$ cat src/rtl/elevator_pkg.sv
// Shared types and constants for the elevator car scheduler.
package elevator_pkg;

  typedef enum logic [1:0] {
    IDLE = 2'd0,
    MOVE = 2'd1,
    DOOR = 2'd2
  } state_e;

  localparam logic [1:0] DIR_IDLE = 2'd0;
  localparam logic [1:0] DIR_UP   = 2'd1;
  localparam logic [1:0] DIR_DOWN = 2'd2;

endpackage

$ cat src/rtl/elevator_look_pick.sv
// Classifies outstanding requests relative to the car: above, below, or at the current floor.
module elevator_look_pick #(
  parameter int NUM_FLOORS = 8,
  parameter int FLOOR_W    = 3
) (
  input  logic [NUM_FLOORS-1:0] pending_i,
  input  logic [FLOOR_W-1:0]    floor_i,
  output logic                  any_above_o,
  output logic                  any_below_o,
  output logic                  hit_here_o
);

  always_comb begin
    any_above_o = 1'b0;
    any_below_o = 1'b0;
    hit_here_o  = 1'b0;
    for (int i = 0; i < NUM_FLOORS; i++) begin
      if (pending_i[i]) begin
        if (i > int'(floor_i)) any_above_o = 1'b1;
        if (i < int'(floor_i)) any_below_o = 1'b1;
        if (i == int'(floor_i)) hit_here_o = 1'b1;
      end
    end
  end

endmodule

$ cat src/rtl/elevator_scheduler.sv
// Car controller: request bitmap, LOOK stop selection, floor stepping, door timer and weight interlock.
module elevator_scheduler
  import elevator_pkg::*;
#(
  parameter int NUM_FLOORS    = 8,
  parameter int FLOOR_W       = 3,
  parameter int RESET_FLOOR   = 1,
  parameter int TRAVEL_CYCLES = 4,
  parameter int DOOR_CYCLES   = 6,
  parameter int WEIGHT_W      = 11,
  parameter int WEIGHT_LIMIT  = 899
) (
  input  logic                  clk,
  input  logic                  rst_n,
  input  logic                  req_valid,
  input  logic [FLOOR_W-1:0]    req_floor,
  input  logic [WEIGHT_W-1:0]   weight,
  output logic [FLOOR_W-1:0]    out_floor,
  output logic [1:0]            direction,
  output logic                  door_open,
  output logic                  complete,
  output logic                  over_weight,
  output logic [NUM_FLOORS-1:0] pending
);

  localparam int TMR_MAX   = (TRAVEL_CYCLES > DOOR_CYCLES) ? TRAVEL_CYCLES : DOOR_CYCLES;
  localparam int TMR_W     = $clog2(TMR_MAX + 1);
  localparam int TRAVEL_M1 = TRAVEL_CYCLES - 1;
  localparam int DOOR_M1   = DOOR_CYCLES - 1;
  localparam int TOP_INT   = NUM_FLOORS - 1;

  localparam logic [TMR_W-1:0]    TRAVEL_LOAD = TRAVEL_M1[TMR_W-1:0];
  localparam logic [TMR_W-1:0]    DOOR_LOAD   = DOOR_M1[TMR_W-1:0];
  localparam logic [FLOOR_W-1:0]  TOP_FLOOR   = TOP_INT[FLOOR_W-1:0];
  localparam logic [FLOOR_W-1:0]  RST_FLOOR   = RESET_FLOOR[FLOOR_W-1:0];
  localparam logic [FLOOR_W:0]    NF_LIM      = NUM_FLOORS[FLOOR_W:0];
  localparam logic [WEIGHT_W-1:0] W_LIM       = WEIGHT_LIMIT[WEIGHT_W-1:0];

  state_e                  state_q, state_d;
  logic [FLOOR_W-1:0]      floor_q, floor_d;
  logic [1:0]              dir_q, dir_d;
  logic                    pref_up_q, pref_up_d;
  logic [TMR_W-1:0]        tmr_q, tmr_d;
  logic [NUM_FLOORS-1:0]   pend_q, pend_d;
  logic                    comp_q, comp_d;
  logic                    ow_q;

  logic                    any_above, any_below, hit_here;
  logic                    req_ok, req_here, ahead, behind, go_up;
  logic [FLOOR_W-1:0]      step_floor;

  elevator_look_pick #(
    .NUM_FLOORS (NUM_FLOORS),
    .FLOOR_W    (FLOOR_W)
  ) u_pick (
    .pending_i   (pend_q),
    .floor_i     (floor_q),
    .any_above_o (any_above),
    .any_below_o (any_below),
    .hit_here_o  (hit_here)
  );

  always_comb begin
    req_ok   = req_valid && ({1'b0, req_floor} < NF_LIM);
    req_here = req_ok && (req_floor == floor_q) && (state_q != MOVE);
    ahead    = pref_up_q ? any_above : any_below;
    behind   = pref_up_q ? any_below : any_above;
    go_up    = pref_up_q ? any_above : !any_below;
    if (dir_q == DIR_UP) step_floor = (floor_q < TOP_FLOOR) ? floor_q + 1'b1 : floor_q;
    else                 step_floor = (floor_q != '0) ? floor_q - 1'b1 : floor_q;
  end

  always_comb begin
    state_d   = state_q;
    floor_d   = floor_q;
    dir_d     = dir_q;
    pref_up_d = pref_up_q;
    tmr_d     = tmr_q;
    pend_d    = pend_q;
    comp_d    = 1'b0;

    // Service clears are applied after intake so an arrival absorbs a same-cycle request.
    if (req_ok && !req_here) pend_d[req_floor] = 1'b1;

    case (state_q)
      IDLE: begin
        dir_d = DIR_IDLE;
        if (req_here || hit_here) begin
          pend_d[floor_q] = 1'b0;
          state_d         = DOOR;
          tmr_d           = DOOR_LOAD;
          comp_d          = 1'b1;
        end else if (|pend_q) begin
          dir_d     = go_up ? DIR_UP : DIR_DOWN;
          pref_up_d = go_up;
          state_d   = MOVE;
          tmr_d     = TRAVEL_LOAD;
        end
      end
      MOVE: begin
        if (tmr_q != '0) begin
          tmr_d = tmr_q - 1'b1;
        end else begin
          floor_d = step_floor;
          if (pend_q[step_floor]) begin
            pend_d[step_floor] = 1'b0;
            state_d            = DOOR;
            tmr_d              = DOOR_LOAD;
            comp_d             = 1'b1;
          end else begin
            tmr_d = TRAVEL_LOAD;
          end
        end
      end
      DOOR: begin
        if (req_here || ow_q) begin
          tmr_d = DOOR_LOAD;
        end else if (tmr_q != '0) begin
          tmr_d = tmr_q - 1'b1;
        end else if (ahead) begin
          state_d = MOVE;
          tmr_d   = TRAVEL_LOAD;
          dir_d   = pref_up_q ? DIR_UP : DIR_DOWN;
        end else if (behind) begin
          state_d   = MOVE;
          tmr_d     = TRAVEL_LOAD;
          dir_d     = pref_up_q ? DIR_DOWN : DIR_UP;
          pref_up_d = !pref_up_q;
        end else begin
          state_d = IDLE;
          dir_d   = DIR_IDLE;
        end
      end
      default: state_d = IDLE;
    endcase
  end

  always_ff @(posedge clk or negedge rst_n) begin
    if (!rst_n) begin
      state_q   <= IDLE;
      floor_q   <= RST_FLOOR;
      dir_q     <= DIR_IDLE;
      pref_up_q <= 1'b1;
      tmr_q     <= '0;
      pend_q    <= '0;
      comp_q    <= 1'b0;
      ow_q      <= 1'b0;
    end else begin
      state_q   <= state_d;
      floor_q   <= floor_d;
      dir_q     <= dir_d;
      pref_up_q <= pref_up_d;
      tmr_q     <= tmr_d;
      pend_q    <= pend_d;
      comp_q    <= comp_d;
      ow_q      <= (weight > W_LIM);
    end
  end

  assign out_floor   = floor_q;
  assign direction   = dir_q;
  assign door_open   = (state_q == DOOR);
  assign complete    = comp_q;
  assign over_weight = ow_q;
  assign pending     = pend_q;

endmodule

$ cat config.mk
export PLATFORM = sky130hd
export DESIGN_NAME = elevator_scheduler
export DESIGN_NICKNAME = d
export VERILOG_FILES = /design/src/rtl/elevator_pkg.sv /design/src/rtl/elevator_look_pick.sv /design/src/rtl/elevator_scheduler.sv
export SDC_FILE = /design/constraint.sdc
export NUM_CORES = 1
export LEC_CHECK = 0
export ABC_AREA = 1
export CORE_ASPECT_RATIO = 1.1
export CORE_MARGIN = 2
export CORE_UTILIZATION = 50
export CTS_CLUSTER_SIZE = 24
export DETAILED_ROUTE_END_ITERATION = 7
export HOLD_SLACK_MARGIN = 0.12
export PLACE_DENSITY = 0.77
export SYNTH_ARGS = -nofsm -noshare
export SYNTH_HDL_FRONTEND = slang
export SYNTH_SLANG_ARGS = --single-unit
$ cat constraint.sdc
create_clock -name clk -period 3.3 [get_ports clk]
set_clock_uncertainty 0.1 [all_clocks]
set_input_delay 0.66 -clock clk [delete_from_list [all_inputs] [get_ports clk]]
set_output_delay 0.66 -clock clk [all_outputs]
set_load 0.02 [all_outputs]
==> out/summary.md <==
### Synthesis
- post-synthesis adder-cell area fraction: 6.76%
- fraction of the yosys area taken by sequential cells: 25.9%
- largest family of logic cells by synthesized area: simple AND/OR/NAND/NOR gates
- Main synth FF type: sky130_fd_sc_hd__dfrtp_1
- area share of the largest cell type after synthesis: 23.4%
- Post-Syn Nets: 348
- YS warnings: 0
- Unique masters post-synth: 36
- multiplexer share of the synthesized area: 0%
- gate count of the mapped netlist: 320
- number of flops mapped to enable cells by yosys: 0
- cell area after synthesis: 2040 um^2
- average cell area after synthesis: 6.36 um^2
- fraction of synthesized cell area in xor and xnor cells: 0.430%
- commonest cells in the synthesized netlist: sky130_fd_sc_hd__nand2_1, sky130_fd_sc_hd__inv_1, sky130_fd_sc_hd__nand3_1
- top cells by area in the synthesized netlist: sky130_fd_sc_hd__dfrtp_1, sky130_fd_sc_hd__nand2_1, sky130_fd_sc_hd__nand3_1, sky130_fd_sc_hd__inv_1, sky130_fd_sc_hd__ha_1
- most frequent cell after synthesis: sky130_fd_sc_hd__nand2_1
- compound-cell area share of the yosys netlist: 19.1%
- Synth area leader: sky130_fd_sc_hd__dfrtp_1
- simple-gate portion of the synthesized area: 37.9%
- count of state elements after synthesis: 21
- fraction of synthesis flops using an asynchronous set or reset pin: 100%

### Timing
- upper clock frequency limit: 0.359 GHz
- Final setup viols: 0
- Final Hold Violating Endpoints: 0
- fin crit period: 2.78 ns
- Slew Limit Headroom: 37.6%
- share of the cycle needed by the critical path after routing: 84.3%
- transition time at the pin with the least slew margin: 0.933 ns
- total negative slack for setup checks: 0 ns
- unrepaired setup endpoints after global routing: no
- final-report max-slew violation count: 0

### Floorplanning
- boundary pin count: 33
- initial core utilization: 51.7%
- FP Rows: 24
- die span in x: 64.8 um
- area inside the core boundary: 3930 um^2
- Die Y: 70.9 um
- DIE AREA: 4600 um^2

### Drt
- post-route DRC violation count: 0
- average vias per placed instance: 5.47
- detailed router's first-iteration violation count: 116
- final routed wire length divided by cell count: 13.4 um
- first-pass iteration count of the detailed router: 4
- via count: 2,193
- remaining number of nets flagged by the antenna check after routing: 0
- drt total wl: 5370 um

### Worst setup path
- nature of the critical path endpoint: register
- kind of start point of the critical path: register
- slowest cell on the critical path: sky130_fd_sc_hd__dfstp_2
- critical path peak fanout: 13
- type of the setup path with the least slack: register to register
- endpoint required time on the critical path: 3.35 ns
- worst-path cell chain: inv_2 -> ha_1 -> nor2_1 -> nand3_1 -> nand3_1 -> nor2_1 -> nand2_1 -> nand2_1 -> nor2_1 -> nand2_2 -> nand2_4 -> nand3_2 -> nand2_1 -> o21ai_1
- Critical Path AT: 2.83 ns
- Crit path largest cell delay: 0.71 ns

### Clock tree
- number of buffers on the longest clock path: 2
- later-pin clock latency in the skew report: 0.27 ns
- setup bufs post-CTS: 0
- Num Clock Sinks: 21
- clock tree from TritonCTS: yes
- cts repair resizes: 0
- number of levels in the clock H-tree: 1
- register clock-pin slew on the reported worst setup and hold paths: 0.07 ns
- number of CTS-inserted buffers: 3
- Clk Tree Root Cell: sky130_fd_sc_hd__clkbuf_8
- count of hold-fix buffers inserted at cts: 0

### Power
- P per Cell Area: 1140 nW/um^2
- Static Leak: 1.19 nW
- worst supply voltage drop on vdd: 0.475 mV

### Global routing
- total routing usage reported by global routing: 25.5%
- via count of the first global-routing pass: 2,024
- initial antenna violation count: 0
- global route total overflow: 0
- global-route wire length before repair: 9290 um
- maximum number of pins on one net before global-route repair: 22

### Place
- number of instances in the placed design: 397
- half-perimeter wire length after detailed placement: 4140 um
- IO Port Bufs: 30
- global placement routability congestion: 0.987

### Finish
- ant diodes: 0
- combined area of the multi-input logic cells: 1310 um^2
- area growth from synthesis to final layout: 18.9%
- register cell area after layout: 528 um^2
- total number of nets in the final design: 378
- layout cell share with drive strength beyond 1: 6.59%
- Layout Cells excl Fill: 401
- filler cell count in the final layout: 386

### Job
- Max-cap violations: 0

### Status
- status: finished clean

### Worst hold path
- classification of the worst-slack hold path: register to register

[per-stage QoR]
stage	instance area [um^2]	hold WS [ns]	power [mW]	setup slack [ns]	util [%]
floorplan	2040	0.264	2.03	0.806	-
global placement	2370	0.369	2.55	0.579	60.4
detailed placement	2370	0.374	2.57	0.551	60.4
CTS	2420	0.384	2.76	0.538	61.5
global route	2420	0.412	3.07	0.251	61.5
finish	2420	0.381	2.77	0.518	61.5
[layout by cell type, fill, tap and decap left out]
master	n
sky130_fd_sc_hd__nand2_1	87
sky130_fd_sc_hd__nand4_1	6
sky130_fd_sc_hd__o2111ai_1	2
sky130_fd_sc_hd__a21boi_0	1
sky130_fd_sc_hd__clkbuf_8	3
sky130_fd_sc_hd__nand2_2	7
sky130_fd_sc_hd__xnor2_1	1
sky130_fd_sc_hd__nor4_1	1
sky130_fd_sc_hd__nor3_1	2
sky130_fd_sc_hd__clkbuf_1	1
sky130_fd_sc_hd__o21ai_1	2
sky130_fd_sc_hd__a21oi_1	24
sky130_fd_sc_hd__nand3_2	3
sky130_fd_sc_hd__dfstp_2	2
sky130_fd_sc_hd__a41oi_1	6
sky130_fd_sc_hd__inv_2	1
sky130_fd_sc_hd__nand3_1	34
sky130_fd_sc_hd__and3_1	1
sky130_fd_sc_hd__ha_1	11
sky130_fd_sc_hd__dfrtp_1	19
sky130_fd_sc_hd__buf_4	3
sky130_fd_sc_hd__o22ai_1	3
sky130_fd_sc_hd__clkdlybuf4s50_1	30
sky130_fd_sc_hd__a31oi_1	1
sky130_fd_sc_hd__inv_1	40
sky130_fd_sc_hd__o21a_1	1
sky130_fd_sc_hd__o21bai_1	1
sky130_fd_sc_hd__nor3b_1	1
sky130_fd_sc_hd__o31ai_1	1
sky130_fd_sc_hd__o21ai_0	20
sky130_fd_sc_hd__nor2_4	1
sky130_fd_sc_hd__nor2_2	2
sky130_fd_sc_hd__nand2_4	1
sky130_fd_sc_hd__o41ai_1	2
sky130_fd_sc_hd__nor2_1	26
sky130_fd_sc_hd__o211ai_1	2
[cell families (layout without fill, tap and decap cells)]
group / Yosys count / in the layout
buffers and inverters: 49 / 78
adders and majority gates: 11 / 11
and+or+nand+nor: 172 / 172
DFF: 21 / 21
xor gates and xnor gates: 1 / 1
AOI/OAI and AO/OA: 66 / 66
[registers in the layout, indices dropped and copies added (netlist names)]
register and count:
pending 8, out_floor 3, tmr_q 3, direction 2, state_q 2, complete 1, over_weight 1, pref_up_q 1
[where the power goes]
part | internal [mW] | switching [mW]
sequential | 0.383 | 0.137
combinational | 0.740 | 1.34
clock | 0.0863 | 0.0847
[final cells by class]
cell class / instances / area share (%)
timing repair buffer: 33 / 13.3
sequential: 21 / 21.8
tap: 52 / 2.69
clock buffer: 4 / 1.86
multi-input combinational: 250 / 53.9
inverter: 41 / 6.36
[per-layer routing]
| layer | track usage (%) | share of wire, % | wire (um) |
|---|---|---|---|
| met5 | 0 | 0 | 0 |
| met4 | 7.09 | 1.2 | 67 |
| met3 | 3.02 | 7.0 | 377 |
| met2 | 41.7 | 47 | 2500 |
| met1 | 35.7 | 45 | 2430 |
[final timing paths]
kind / startpoint / to / slack, ns / depth (start not counted)
worst max-delay path: out_floor[0] / state_q[1] / 0.52 / 14
worst min-delay path: pref_up_q / pref_up_q / 0.38 / 2
worst max register to register: out_floor[0] / state_q[1] / 0.52 / 14
worst min register to register: pref_up_q / pref_up_q / 0.38 / 2
max in group asynchronous: rst_n / pref_up_q / 1.62 / 2
min in group asynchronous: rst_n / pending[3] / 0.81 / 1
[worst max-delay path: cells and delay by family, from the launching register on]
kind,cells,cell delay (ns)
AND/OR/NAND/NOR,11,1.28
AO/OA/AOI/OAI,1,0.06
adder cells (fa/ha/maj),1,0.31
buffers and inverters,1,0.19
flip-flops,1,0.71
No activity file was read; power rests on OpenSTA's default activity.
